**src/rtl/alu_op_sequencer_if.sv**
```systemverilog
// Instruction handshake, ALU operand/result bus, writeback and debug signals
// shared between the op sequencer (slave) and its instruction source / ALU side (master).
interface alu_op_sequencer_if #(
  parameter int DW = 16
) ();
  logic          instr_valid;
  logic [15:0]   instr;
  logic          instr_ready;
  logic [DW-1:0] alu_a;
  logic [DW-1:0] alu_b;
  logic [3:0]    alu_fs;
  logic [DW-1:0] alu_result;
  logic          wb_valid;
  logic [2:0]    wb_addr;
  logic [DW-1:0] wb_data;
  logic          z_flag;
  logic          illegal;
  logic          busy;
  logic [2:0]    dbg_addr;
  logic [DW-1:0] dbg_data;

  modport slave (
    input  instr_valid, instr, alu_result, dbg_addr,
    output instr_ready, alu_a, alu_b, alu_fs, wb_valid, wb_addr, wb_data,
           z_flag, illegal, busy, dbg_data
  );

  modport master (
    output instr_valid, instr, alu_result, dbg_addr,
    input  instr_ready, alu_a, alu_b, alu_fs, wb_valid, wb_addr, wb_data,
           z_flag, illegal, busy, dbg_data
  );
endinterface

```
**src/rtl/alu_op_sequencer.sv**
```systemverilog
// Three-state issue/writeback controller: accepts an instruction, reads operands
// from an 8x16 register file into the ALU, then writes the ALU result (or an LDI immediate) back.
module alu_op_sequencer #(
  parameter int NREGS = 8,
  parameter int DW    = 16
) (
  input logic               clk,
  input logic               rst,
  alu_op_sequencer_if.slave bus
);

  localparam logic [3:0] OP_LDI = 4'b1001;

  typedef enum logic [1:0] {
    IDLE    = 2'd0,
    DECODE  = 2'd1,
    EXECUTE = 2'd2
  } state_t;

  state_t        state;
  logic [15:0]   ir;
  logic [DW-1:0] rf [NREGS];
  logic [DW-1:0] wr_val;

  function automatic logic is_reserved(input logic [3:0] op);
    return (op == 4'b1010) || (op == 4'b1101) || (op == 4'b1110);
  endfunction

  function automatic logic is_ldi(input logic [3:0] op);
    return op == OP_LDI;
  endfunction

  function automatic logic is_zero(input logic [DW-1:0] v);
    return v == '0;
  endfunction

  function automatic logic [DW-1:0] ldi_ext(input logic [8:0] imm);
    return {{(DW-9){1'b0}}, imm};
  endfunction

  // LDI bypasses the ALU entirely; everything else commits whatever the ALU produced.
  assign wr_val = is_ldi(ir[15:12]) ? ldi_ext(ir[8:0]) : bus.alu_result;

  assign bus.instr_ready = (state == IDLE);
  assign bus.busy        = (state != IDLE);
  assign bus.dbg_data    = rf[bus.dbg_addr];

  always_ff @(posedge clk or posedge rst) begin
    if (rst) begin
      state        <= IDLE;
      ir           <= '0;
      bus.alu_a    <= '0;
      bus.alu_b    <= '0;
      bus.alu_fs   <= '0;
      bus.wb_valid <= 1'b0;
      bus.wb_addr  <= '0;
      bus.wb_data  <= '0;
      bus.z_flag   <= 1'b0;
      bus.illegal  <= 1'b0;
      for (int i = 0; i < NREGS; i++) rf[i] <= '0;
    end else begin
      bus.wb_valid <= 1'b0;
      bus.illegal  <= 1'b0;
      case (state)
        IDLE: begin
          if (bus.instr_valid) begin
            ir    <= bus.instr;
            state <= DECODE;
          end
        end
        // Operand fetch; LDI and reserved opcodes leave the ALU inputs untouched.
        DECODE: begin
          if (!is_ldi(ir[15:12]) && !is_reserved(ir[15:12])) begin
            bus.alu_a  <= rf[ir[8:6]];
            bus.alu_b  <= rf[ir[5:3]];
            bus.alu_fs <= ir[15:12];
          end
          state <= EXECUTE;
        end
        // Writeback; the ALU has had a full cycle to settle on the registered operands.
        EXECUTE: begin
          if (is_reserved(ir[15:12])) begin
            bus.illegal <= 1'b1;
          end else begin
            rf[ir[11:9]] <= wr_val;
            bus.wb_data  <= wr_val;
            bus.wb_addr  <= ir[11:9];
            bus.wb_valid <= 1'b1;
            bus.z_flag   <= is_zero(wr_val);
          end
          state <= IDLE;
        end
        default: state <= IDLE;
      endcase
    end
  end

endmodule

```
**src/flat_wrapper.sv**
```systemverilog
// flat-port wrapper written by rule: the top's interface ports become plain ports
module alu_op_sequencer_flat 
#(
  parameter int NREGS = 8,
  parameter int DW    = 16
)
  (clk, rst, bus_instr_valid, bus_instr, bus_alu_result, bus_dbg_addr, bus_instr_ready, bus_alu_a, bus_alu_b, bus_alu_fs, bus_wb_valid, bus_wb_addr, bus_wb_data, bus_z_flag, bus_illegal, bus_busy, bus_dbg_data);
  alu_op_sequencer_if #(.DW(DW)) bus_i ();
  input logic clk;
  input logic rst;
  input wire logic [$bits(bus_i.instr_valid)-1:0] bus_instr_valid;
  input wire logic [$bits(bus_i.instr)-1:0] bus_instr;
  input wire logic [$bits(bus_i.alu_result)-1:0] bus_alu_result;
  input wire logic [$bits(bus_i.dbg_addr)-1:0] bus_dbg_addr;
  output wire logic [$bits(bus_i.instr_ready)-1:0] bus_instr_ready;
  output wire logic [$bits(bus_i.alu_a)-1:0] bus_alu_a;
  output wire logic [$bits(bus_i.alu_b)-1:0] bus_alu_b;
  output wire logic [$bits(bus_i.alu_fs)-1:0] bus_alu_fs;
  output wire logic [$bits(bus_i.wb_valid)-1:0] bus_wb_valid;
  output wire logic [$bits(bus_i.wb_addr)-1:0] bus_wb_addr;
  output wire logic [$bits(bus_i.wb_data)-1:0] bus_wb_data;
  output wire logic [$bits(bus_i.z_flag)-1:0] bus_z_flag;
  output wire logic [$bits(bus_i.illegal)-1:0] bus_illegal;
  output wire logic [$bits(bus_i.busy)-1:0] bus_busy;
  output wire logic [$bits(bus_i.dbg_data)-1:0] bus_dbg_data;
  assign bus_i.instr_valid = bus_instr_valid;
  assign bus_i.instr = bus_instr;
  assign bus_i.alu_result = bus_alu_result;
  assign bus_i.dbg_addr = bus_dbg_addr;
  assign bus_instr_ready = bus_i.instr_ready;
  assign bus_alu_a = bus_i.alu_a;
  assign bus_alu_b = bus_i.alu_b;
  assign bus_alu_fs = bus_i.alu_fs;
  assign bus_wb_valid = bus_i.wb_valid;
  assign bus_wb_addr = bus_i.wb_addr;
  assign bus_wb_data = bus_i.wb_data;
  assign bus_z_flag = bus_i.z_flag;
  assign bus_illegal = bus_i.illegal;
  assign bus_busy = bus_i.busy;
  assign bus_dbg_data = bus_i.dbg_data;
  alu_op_sequencer #(.NREGS(NREGS), .DW(DW)) u_core (.clk(clk), .rst(rst), .bus(bus_i));
endmodule
```
**config.mk**
```make
export PLATFORM = sky130hd
export DESIGN_NAME = alu_op_sequencer_flat
export DESIGN_NICKNAME = d
export VERILOG_FILES = /design/src/rtl/alu_op_sequencer_if.sv /design/src/rtl/alu_op_sequencer.sv /design/src/flat_wrapper.sv
export SDC_FILE = /design/constraint.sdc
export NUM_CORES = 1
export LEC_CHECK = 0
export BUFFER_PORTS_ARGS = -buffer_cell sky130_fd_sc_hd__buf_2
export CAP_MARGIN = 20
export CORE_MARGIN = 8
export CORE_UTILIZATION = 50
export DETAILED_ROUTE_END_ITERATION = 10
export PLACE_DENSITY = 0.7
export SLEW_MARGIN = 15
export SYNTH_ARGS = -nofsm -noshare
export SYNTH_HDL_FRONTEND = slang
export SYNTH_SLANG_ARGS = --single-unit
```
**constraint.sdc**
```tcl
create_clock -name clk -period 6.8 [get_ports clk]
set_input_delay 0.34 -clock clk [delete_from_list [all_inputs] [get_ports clk]]
set_output_delay 0.34 -clock clk [all_outputs]
set_load 0.01 [all_outputs]
```
[Word-level counts from Yosys, hierarchy flattened]
Index checks and enable logic that the tools add are counted.
Storage, ports and cells
  register bits after elaboration: 204
  bits of input ports: 38
  output and inout port bits: 76
Operators by class
  bitwise gates (word level): 5
  equality and inequality tests: 7
  reductions and logical operators: 12
  order comparisons: 5
  mux-type cells: 19
Operators with widths (count)
  $bmux 16 s3: 3
  $bwmux 128: 1
  $mux 16: 8
  $demux 16 s3: 1
  $eq 4x4->1 const B: 4
  $ge 4x4->1 const B: 4
  $logic_not 16->1: 1
  $not 3->4: 4
  $reduce_and 2->1: 3
  $lt 4x1->1 const B: 1
  $mux 1: 4
  $pmux 2 s2: 1
  $eq 2x1->1 const B: 1
  $eq 2x2->1 const B: 1
  $logic_and 1x1->1: 2
  $logic_not 1->1: 2
  $logic_not 2->1: 1
  $logic_or 1x1->1: 2
  $mux 2: 1
  $ne 2x2->1 const B: 1
  $reduce_bool 2->1: 1
  $not 1->1: 1

[Logic depth before layout (Yosys ltp)]
Gate-level depths: netlist of run 1.
  depth after elaboration: 6
  depth in mapped cells: 7
  depth with buffers taken out: 5

[Worst setup path before layout of run 1]
Ideal clock, no wire load.
  path type: in2out
  from: input bus_dbg_addr[0]
  to: output bus_dbg_data[0]
  path buffers: 2
  data arrival time: 1.670 ns
  stages on the path: 4
  setup slack: 4.790 ns
  cell sequence: clkbuf_1 > buf_2 > mux4_2 > mux2_2
On the way
  word-level cells in the longest chain between the ends: 4
Ends and longest elaborated chain
  from (decl): RTL line flat_wrapper.sv:14  | input wire logic [$bits(bus_i.dbg_addr)-1:0] bus_dbg_addr;
  $not 3->4 (implied by the code): RTL line alu_op_sequencer.sv:46  | assign bus.dbg_data = rf[bus.dbg_addr];
  $bmux 16 s3: RTL line alu_op_sequencer.sv:46
  $mux 16 (implied by the code) (2 in a row): RTL line alu_op_sequencer.sv:46
  to (decl): RTL line flat_wrapper.sv:25  | output wire logic [$bits(bus_i.dbg_data)-1:0] bus_dbg_data;
No other way between the ends. The select of a mux whose other input is x is not followed.

[Worst setup path in the final report of run 1]
  from: register u_core.state[0]
  to: register u_core.rf[5] in the netlist's numbering
On the way
  word-level cells in the longest chain between the ends: 2
Ends and longest elaborated chain
  from (decl): RTL line alu_op_sequencer.sv:20  | state_t state;
  from (signal assigned): RTL line alu_op_sequencer.sv:50  | state <= IDLE;
  from (signal assigned): RTL line alu_op_sequencer.sv:68  | state <= DECODE;
  from (signal assigned): RTL line alu_op_sequencer.sv:78  | state <= EXECUTE;
  $eq 2x2->1: RTL line alu_op_sequencer.sv:64  | case (state)
  $reduce_and 2->1 (no line)
  to (signal, indexed assignment): RTL line alu_op_sequencer.sv:85  | rf[ir[11:9]] <= wr_val;
  to (decl): RTL line alu_op_sequencer.sv:22  | logic [DW-1:0] rf [NREGS];
No other way between the ends.
A chain may end at the register's enable or synchronous reset.

==> results.json, run 1 <==
{
  "setup_violations": 0,
  "post-cts-setup-buffers": 0,
  "finalWorstPathRequiredPeriod_ns": 2.94,
  "remaining_overflow_grt": 0,
  "rsz0062_at_grt": "false",
  "critical_path_buf_inv_count": 1,
  "initial_utilization_pct": 50.9,
  "worst_reg_to_reg_path_cell_count": 5,
  "net_count_reported_at_finish": 842,
  "cp-end-kind": "flip-flop",
  "tritoncts": "yes",
  "fin_tns_setup_ns": 0,
  "dp_slack_ns": 3.89,
  "grt_start_max_net_pins": 120,
  "num_vias": 6801,
  "grt_pass1_vias": 7412,
  "postCtsHoldBufs": 0,
  "maxCapViolCount": 0,
  "multi_input_comb_area_sq_um": 5280,
  "power_frac_clock_pct": 20.4,
  "cts_buffer_depth": 3,
  "timing.final.max_slew_violations": 0,
  "vdd_drop_max_uv": 217,
  "grtUsageTotal_pct": 21.0,
  "cp_slowest_cell": "nand4_2",
  "r2r-start": "u_core.state[0]$_DFFE_PP0P_",
  "cts.sink_count": 204,
  "timing.critical_path.slowest_cell_delay_ns": 0.75,
  "worstSetupStartpoint": "u_core.state[0]$_DFFE_PP0P_",
  "post_route_cells_drive_above_1_share_pct": 54.7,
  "power_switching_share_pct": 33.7,
  "num_antenna_cells": 0,
  "drt_first_pass_iters": 5,
  "list_of_cells_traversed_by_the_critical_path": "nand2b_1 -> nand3b_2 -> inv_2 -> nand4_2 -> mux2_2",
  "syn-mean-instance-area_sq_um": 14.8,
  "cp.required_ns": 7.18,
  "regToRegSetupSlack_ns": 3.86,
  "globalplace.congestion": 0.796,
  "clk-insertion-delay-late_ns": 0.51,
  "fillers": 1686,
  "timing.critical_path.arrival_ns": 3.32,
  "cts_inserted_buffers": 23,
  "cts.reportedPaths.clkPinSlew_ns": 0.06,
  "endpoint_of_the_lowest_slack_register_to_register_path": "u_core.rf[5]$_DFFE_PP0P_",
  "timing_worst_setup_path_type": "reg2reg",
  "power.static_leakage_nw": 5.15,
  "power_report.internal_total_w": 0.00380,
  "post_dp_cell_area_sq_um": 11400,
  "wire_per_inst_microns": 25.0,
  "post_synthesis_sequential_element_count": 204,
  "drt-total-wl_mm": 27.3,
  "io_pins": 114,
  "kind_of_path_behind_the_tightest_hold_check": "in2async",
  "power.share.sequential_pct": 41.3,
  "first_iter_violations": 494,
  "die_height_microns": 162,
  "remaining_drc_errors": 0,
  "status": "finished with violations",
  "die_width_microns": 162,
  "power.share.combinational_pct": 38.3,
  "antenna_found_initial": 1,
  "post-dp-hpwl_mm": 17.3,
  "path_delay_family": "simple AND/OR/NAND/NOR gates",
  "synth.yosys.seq_area_share_pct": 47.8,
  "synthDistinctLibCells": 34,
  "clock-skew-final_ns": 0.00970,
  "post_drt_via_cell_ratio": 6.23,
  "mappedNetlistArea_sq_um": 10700,
  "timing_hold_violations_final": 2,
  "register_area_sq_um": 5110,
  "tightest_slew_ns": 1.14,
  "portBuffers": 113,
  "tightest_hold_margin_ns": -0.00538,
  "grt_first_pass_wirelength_mm": 43.1,
  "path_max_fanout": 27,
  "achievable-frequency_mhz": 340,
  "finalCritPeriodShare_pct": 43.2,
  "placement_rows": 53,
  "ys_warn_count": 0,
  "numPlacedInstances": 1053,
  "cts_max_level": 1,
  "timing.max_slew.rel_slack_pct": 24.2,
  "final_critical_path_setup_slack_ns": 3.86,
  "worst_setup_path_start_kind": "flip-flop",
  "ant_nets": 0,
  "area.growth.synth_to_final_pct": 13.6,
  "post-route-cell-area_sq_um": 12100,
  "powerDensity_nw_per_um2": 474,
  "syn_nets": 757,
  "cts_root_buffer": "clkbuf_16",
  "die_area_sq_um": 26300,
  "core_area_sq_um": 21000,
  "layout.cells.most_common_list": "200 x dfrtp_1, 170 x mux2_2, 113 x buf_2",
  "power.net_switching_w": 0.00193,
  "post_synth_inst_count": 719,
  "ctsResizeCount": 0,
  "mostFrequentLayoutCell": "dfrtp_1",
  "violations": "negative hold slack",
  "layoutNonFillerInstCount": 1091
}
stage by stage:
stage	utilization, %	power [W]
after detailed placement	54.4	0.00459
after global placement	54.3	0.00446
after global routing	57.8	0.00607
after CTS	57.7	0.00578
after floorplan	-	0.00385
final	57.8	0.00574
synthesized netlist by cell type:
master / number / share of area, %
mux2_4: 10 / 1.4
mux2_2: 170 / 18
mux2_1: 1 / 0.11
buf_1: 11 / 0.39
nand4_2: 1 / 0.12
nand3b_1: 2 / 0.14
nand2_1: 32 / 1.1
nand4b_2: 3 / 0.42
dfrtp_1: 204 / 48
nor4_1: 5 / 0.29
nand4b_1: 1 / 0.082
clkbuf_1: 27 / 0.95
nor2b_1: 7 / 0.41
or4b_1: 2 / 0.19
a21oi_1: 34 / 1.6
o21ai_0: 2 / 0.094
nor3_1: 1 / 0.047
and2_1: 1 / 0.059
buf_6: 2 / 0.21
xor2_1: 1 / 0.082
and4bb_2: 1 / 0.12
nor2_1: 37 / 1.3
nand3b_2: 1 / 0.11
mux2i_1: 32 / 3.0
mux4_2: 96 / 20
nand4_1: 2 / 0.12
inv_2: 1 / 0.035
nand2b_1: 2 / 0.12
or2_2: 1 / 0.059
a22o_1: 1 / 0.082
inv_1: 3 / 0.11
buf_4: 1 / 0.070
buf_2: 22 / 1.0
nand3_1: 2 / 0.094
worst max path at each step:
| stage | to | slack [ns] | depth (start not counted) |
|---|---|---|---|
| finish | u_core.rf[5]$_DFFE_PP0P_ | 3.86 | 5 |
| global route | u_core.rf[44]$_DFFE_PP0P_ | 3.70 | 5 |
| CTS | u_core.rf[5]$_DFFE_PP0P_ | 3.88 | 5 |
| detailed placement | u_core.rf[9]$_DFFE_PP0P_ | 3.89 | 5 |
| global placement | u_core.rf[99]$_DFFE_PP0P_ | 3.56 | 5 |
| floorplan | u_core.bus.alu_a[0]$_DFFE_PP0P_ | 0.89 | 1 |
state kept, by name (all words and copies together) (netlist names):
| name | cells |
|---|---|
| u_core.bus.alu_b | 16 |
| u_core.bus.wb_data | 16 |
| u_core.bus.alu_a | 16 |
| u_core.bus.z_flag | 1 |
| u_core.bus.wb_addr | 3 |
| u_core.bus.wb_valid | 1 |
| u_core.bus.illegal | 1 |
| u_core.ir | 16 |
| u_core.state | 2 |
| u_core.bus.alu_fs | 4 |
| u_core.rf | 128 |
layout make-up:
cell class                 instances  share of cell area [%]
clock buffer                      31                    5.25
clock inverter                     6                   0.506
inverter                           4                   0.186
multi-input combinational        448                    43.6
sequential                       204                    42.2
tap                              275                    2.84
timing repair buffer             123                    5.44
power by group through the flow:
stage	Combinational, W	Clock [W]	Sequential, W
6_report	0.00220	0.00117	0.00237
2_1_floorplan	0.00164	0	0.00221
3_5_place_dp	0.00221	0	0.00237
4_1_cts	0.00223	0.00119	0.00236
5_1_grt	0.00237	0.00124	0.00246
3_3_place_gp	0.00216	0	0.00231
worst register-to-register path, stage by stage (launching register included):
cell and delay [ns]:
dfrtp_1 0.38, nand2b_1 0.16, nand3b_2 0.43, inv_2 0.53, nand4_2 0.75, mux2_2 0.57
per-layer routing:
| metal | vias to the layer above | part of all wire (%) | global-route usage, % |
|---|---|---|---|
| li1 | 2889 | - | - |
| met1 | 3612 | 44 | 29.0 |
| met2 | 264 | 48 | 33.8 |
| met3 | 36 | 6.6 | 3.70 |
| met4 | 0 | 1.8 | 5.77 |
| met5 | - | 0 | 0 |
cells by family (layout without fill, tap and decap cells):
kind of cell / count (synthesis) / count (layout) / share of synthesized area (%)
muxes: 309 / 309 / 42.7
DFF: 204 / 204 / 47.8
and+or+nand+nor: 101 / 101 / 4.80
buffers and inverters: 67 / 164 / 2.79
AOI/OAI and AO/OA: 37 / 37 / 1.77
xor gates and xnor gates: 1 / 1 / 0.0821
Note: power is estimated with default switching activity, not from simulation.
==> inputs of run 2 (changes only) <==
--- a/config.mk
+++ b/config.mk
@@ -10,7 +10,7 @@
 export CORE_MARGIN = 8
 export CORE_UTILIZATION = 50
 export DETAILED_ROUTE_END_ITERATION = 10
-export PLACE_DENSITY = 0.7
+export PLACE_DENSITY = 0.72
 export SLEW_MARGIN = 15
 export SYNTH_ARGS = -nofsm -noshare
 export SYNTH_HDL_FRONTEND = slang
==> constraint.sdc (replaced) <==
create_clock -name clk -period 2.65 [get_ports clk]
set_input_delay 0.1325 -clock clk [delete_from_list [all_inputs] [get_ports clk]]
set_output_delay 0.1325 -clock clk [all_outputs]
set_load 0.01 [all_outputs]
==> results.json, run 2 (synthesis results as in run 1) <==
{
  "maxUsedRoutingLayer": "met4",
  "ant_nets": 0,
  "net_count_reported_at_finish": 878,
  "dr_wl_met2_mm": 14.0,
  "post_drt_via_cell_ratio": 6.22,
  "grt_pass1_vias": 7530,
  "die_width_microns": 162,
  "powerDensity_nw_per_um2": 1220,
  "portBuffers": 113,
  "drt_first_pass_iters": 5,
  "path_delay_family": "simple AND/OR/NAND/NOR gates",
  "cts_max_level": 1,
  "kind_of_path_behind_the_tightest_hold_check": "in2reg",
  "worstHoldStart": "bus_alu_result[10]",
  "antenna_found_initial": 0,
  "final_core_utilization_pct": 60.4,
  "timing_worst_setup_path_type": "reg2reg",
  "fillers": 1641,
  "post_route_cells_drive_above_1_share_pct": 54.8,
  "tightest_hold_margin_ns": 0.143,
  "cts_buffer_depth": 3,
  "globalplace.congestion": 0.840,
  "mostFrequentLayoutCell": "dfrtp_1",
  "power.share.sequential_pct": 39.8,
  "initial_utilization_pct": 50.9,
  "cp_slowest_cell": "or4b_1",
  "critical_path_buf_inv_count": 1,
  "remaining_overflow_grt": 0,
  "list_of_cells_traversed_by_the_critical_path": "nand2b_1 -> nand3b_2 -> or4b_1 -> buf_4 -> mux2_2",
  "finalWorstPathRequiredPeriod_ns": 2.23,
  "total_power_w": 0.0154,
  "power.share.combinational_pct": 37.5,
  "power.static_leakage_nw": 5.42,
  "tightest_slew_ns": 0.964,
  "cts_root_buffer": "clkbuf_16",
  "power_switching_share_pct": 32.9,
  "drt-total-wl_mm": 28.2,
  "grtUsageTotal_pct": 21.9,
  "power_report.internal_total_w": 0.0104,
  "die_area_sq_um": 26300,
  "layout.cells.most_common_list": "201 x dfrtp_1, 170 x mux2_2, 113 x buf_2",
  "status": "complete, no violations",
  "met3_wirelength_mm": 1.77,
  "cts.sink_count": 204,
  "clock-skew-final_ns": 0.00806,
  "num_antenna_cells": 0,
  "remaining_drc_errors": 0,
  "top_register": "u_core.rf",
  "final_critical_path_setup_slack_ns": 0.415,
  "m1WireLength_mm": 11.9,
  "timing.critical_path.slowest_cell_delay_ns": 0.68,
  "timing.max_slew.rel_slack_pct": 35.7,
  "tritoncts": "yes",
  "power_frac_clock_pct": 22.8,
  "finalCritPeriodShare_pct": 84.3,
  "r2r-start": "u_core.state[0]$_DFFE_PP0P_",
  "dp_slack_ns": 0.475,
  "largest_register_ff_count": 128,
  "num_vias": 7026,
  "ctsResizeCount": 0,
  "wire_per_inst_microns": 25.0,
  "power.net_switching_w": 0.00509,
  "cp-end-kind": "flip-flop",
  "timing.final.max_slew_violations": 0,
  "timing_hold_violations_final": 0,
  "timing.critical_path.arrival_ns": 2.62,
  "grt_start_max_net_pins": 104,
  "placement_rows": 53,
  "maxCapViolCount": 0,
  "cp.required_ns": 3.03,
  "first_iter_violations": 499,
  "core_area_sq_um": 21000,
  "worstSetupStartpoint": "u_core.state[0]$_DFFE_PP0P_",
  "worst_setup_path_start_kind": "flip-flop",
  "vdd_drop_max_uv": 579,
  "cts.reportedPaths.clkPinSlew_ns": 0.06,
  "die_height_microns": 162,
  "setup_violations": 0,
  "io_pins": 114,
  "post-dp-hpwl_mm": 19.0,
  "rsz0062_at_grt": "false",
  "path_max_fanout": 11,
  "cts_inserted_buffers": 23,
  "grt_first_pass_wirelength_mm": 45.0,
  "area.growth.synth_to_final_pct": 18.7,
  "clk-insertion-delay-late_ns": 0.51,
  "achievable-frequency_mhz": 447
}
==> run 2: final timing paths <==
path                                                           end  slack, ns  depth (start not counted)
worst max-delay path                     u_core.rf[94]$_DFFE_PP0P_       0.42                          5
worst min-delay path            u_core.bus.wb_data[10]$_DFFE_PP0P_       0.14                          4
worst max register to register           u_core.rf[94]$_DFFE_PP0P_       0.42                          5
worst min register to register   u_core.bus.wb_addr[1]$_DFFE_PP0P_       0.48                          2
max in group asynchronous         u_core.bus.alu_b[13]$_DFFE_PP0P_       1.84                          4
min in group asynchronous                u_core.rf[34]$_DFFE_PP0P_       0.35                          4
==> run 2: cell type report <==
type	instances	area, sq um	area share (%)
Multi-Input combinational cell	448	5280	41.7
Sequential cell	204	5110	40.3
Timing Repair Buffer	159	1080	8.51
Clock buffer	29	638	5.04
Tap cell	275	344	2.72
Clock inverter	10	200	1.58
Inverter	4	18.8	0.148
==> run 2: repair_timing <==
item / 4_1_cts / 5_1_grt
buffers inserted: 0 / 0
endpoints found under the hold margin: 220 / 0
hold buffers: 17 / 0
==> run 2: layer usage <==
metal / track usage [%] / vias up
li1: - / 2966
met1: 29.6 / 3728
met2: 36.1 / 286
met3: 3.72 / 46
met4: 5.98 / 0
met5: 0 / -
==> run 2: power groups by stage <==
| stage | sequential (W) | clock, W | combinational (W) |
|---|---|---|---|
| floorplan | 0.00568 | 0 | 0.00420 |
| global placement | 0.00595 | 0 | 0.00565 |
| detailed placement | 0.00614 | 0 | 0.00580 |
| CTS | 0.00610 | 0.00359 | 0.00586 |
| global route | 0.00634 | 0.00370 | 0.00624 |
| finish | 0.00614 | 0.00352 | 0.00579 |
==> run 2: tightest hold or removal path, delay by kind of cell <==
family,cells,cell delay (ns)
and+or+nand+nor,3,0.36
buffers and inverters,1,0.10
==> run 2: metrics by stage <==
step                std cells  cell area [sq um]  setup TNS, ns
floorplan                 719              10700         -25.86
global placement         1073              11700              0
detailed placement       1073              11700              0
CTS                      1129              12700              0
global route             1129              12700              0
finish                   1129              12700              0
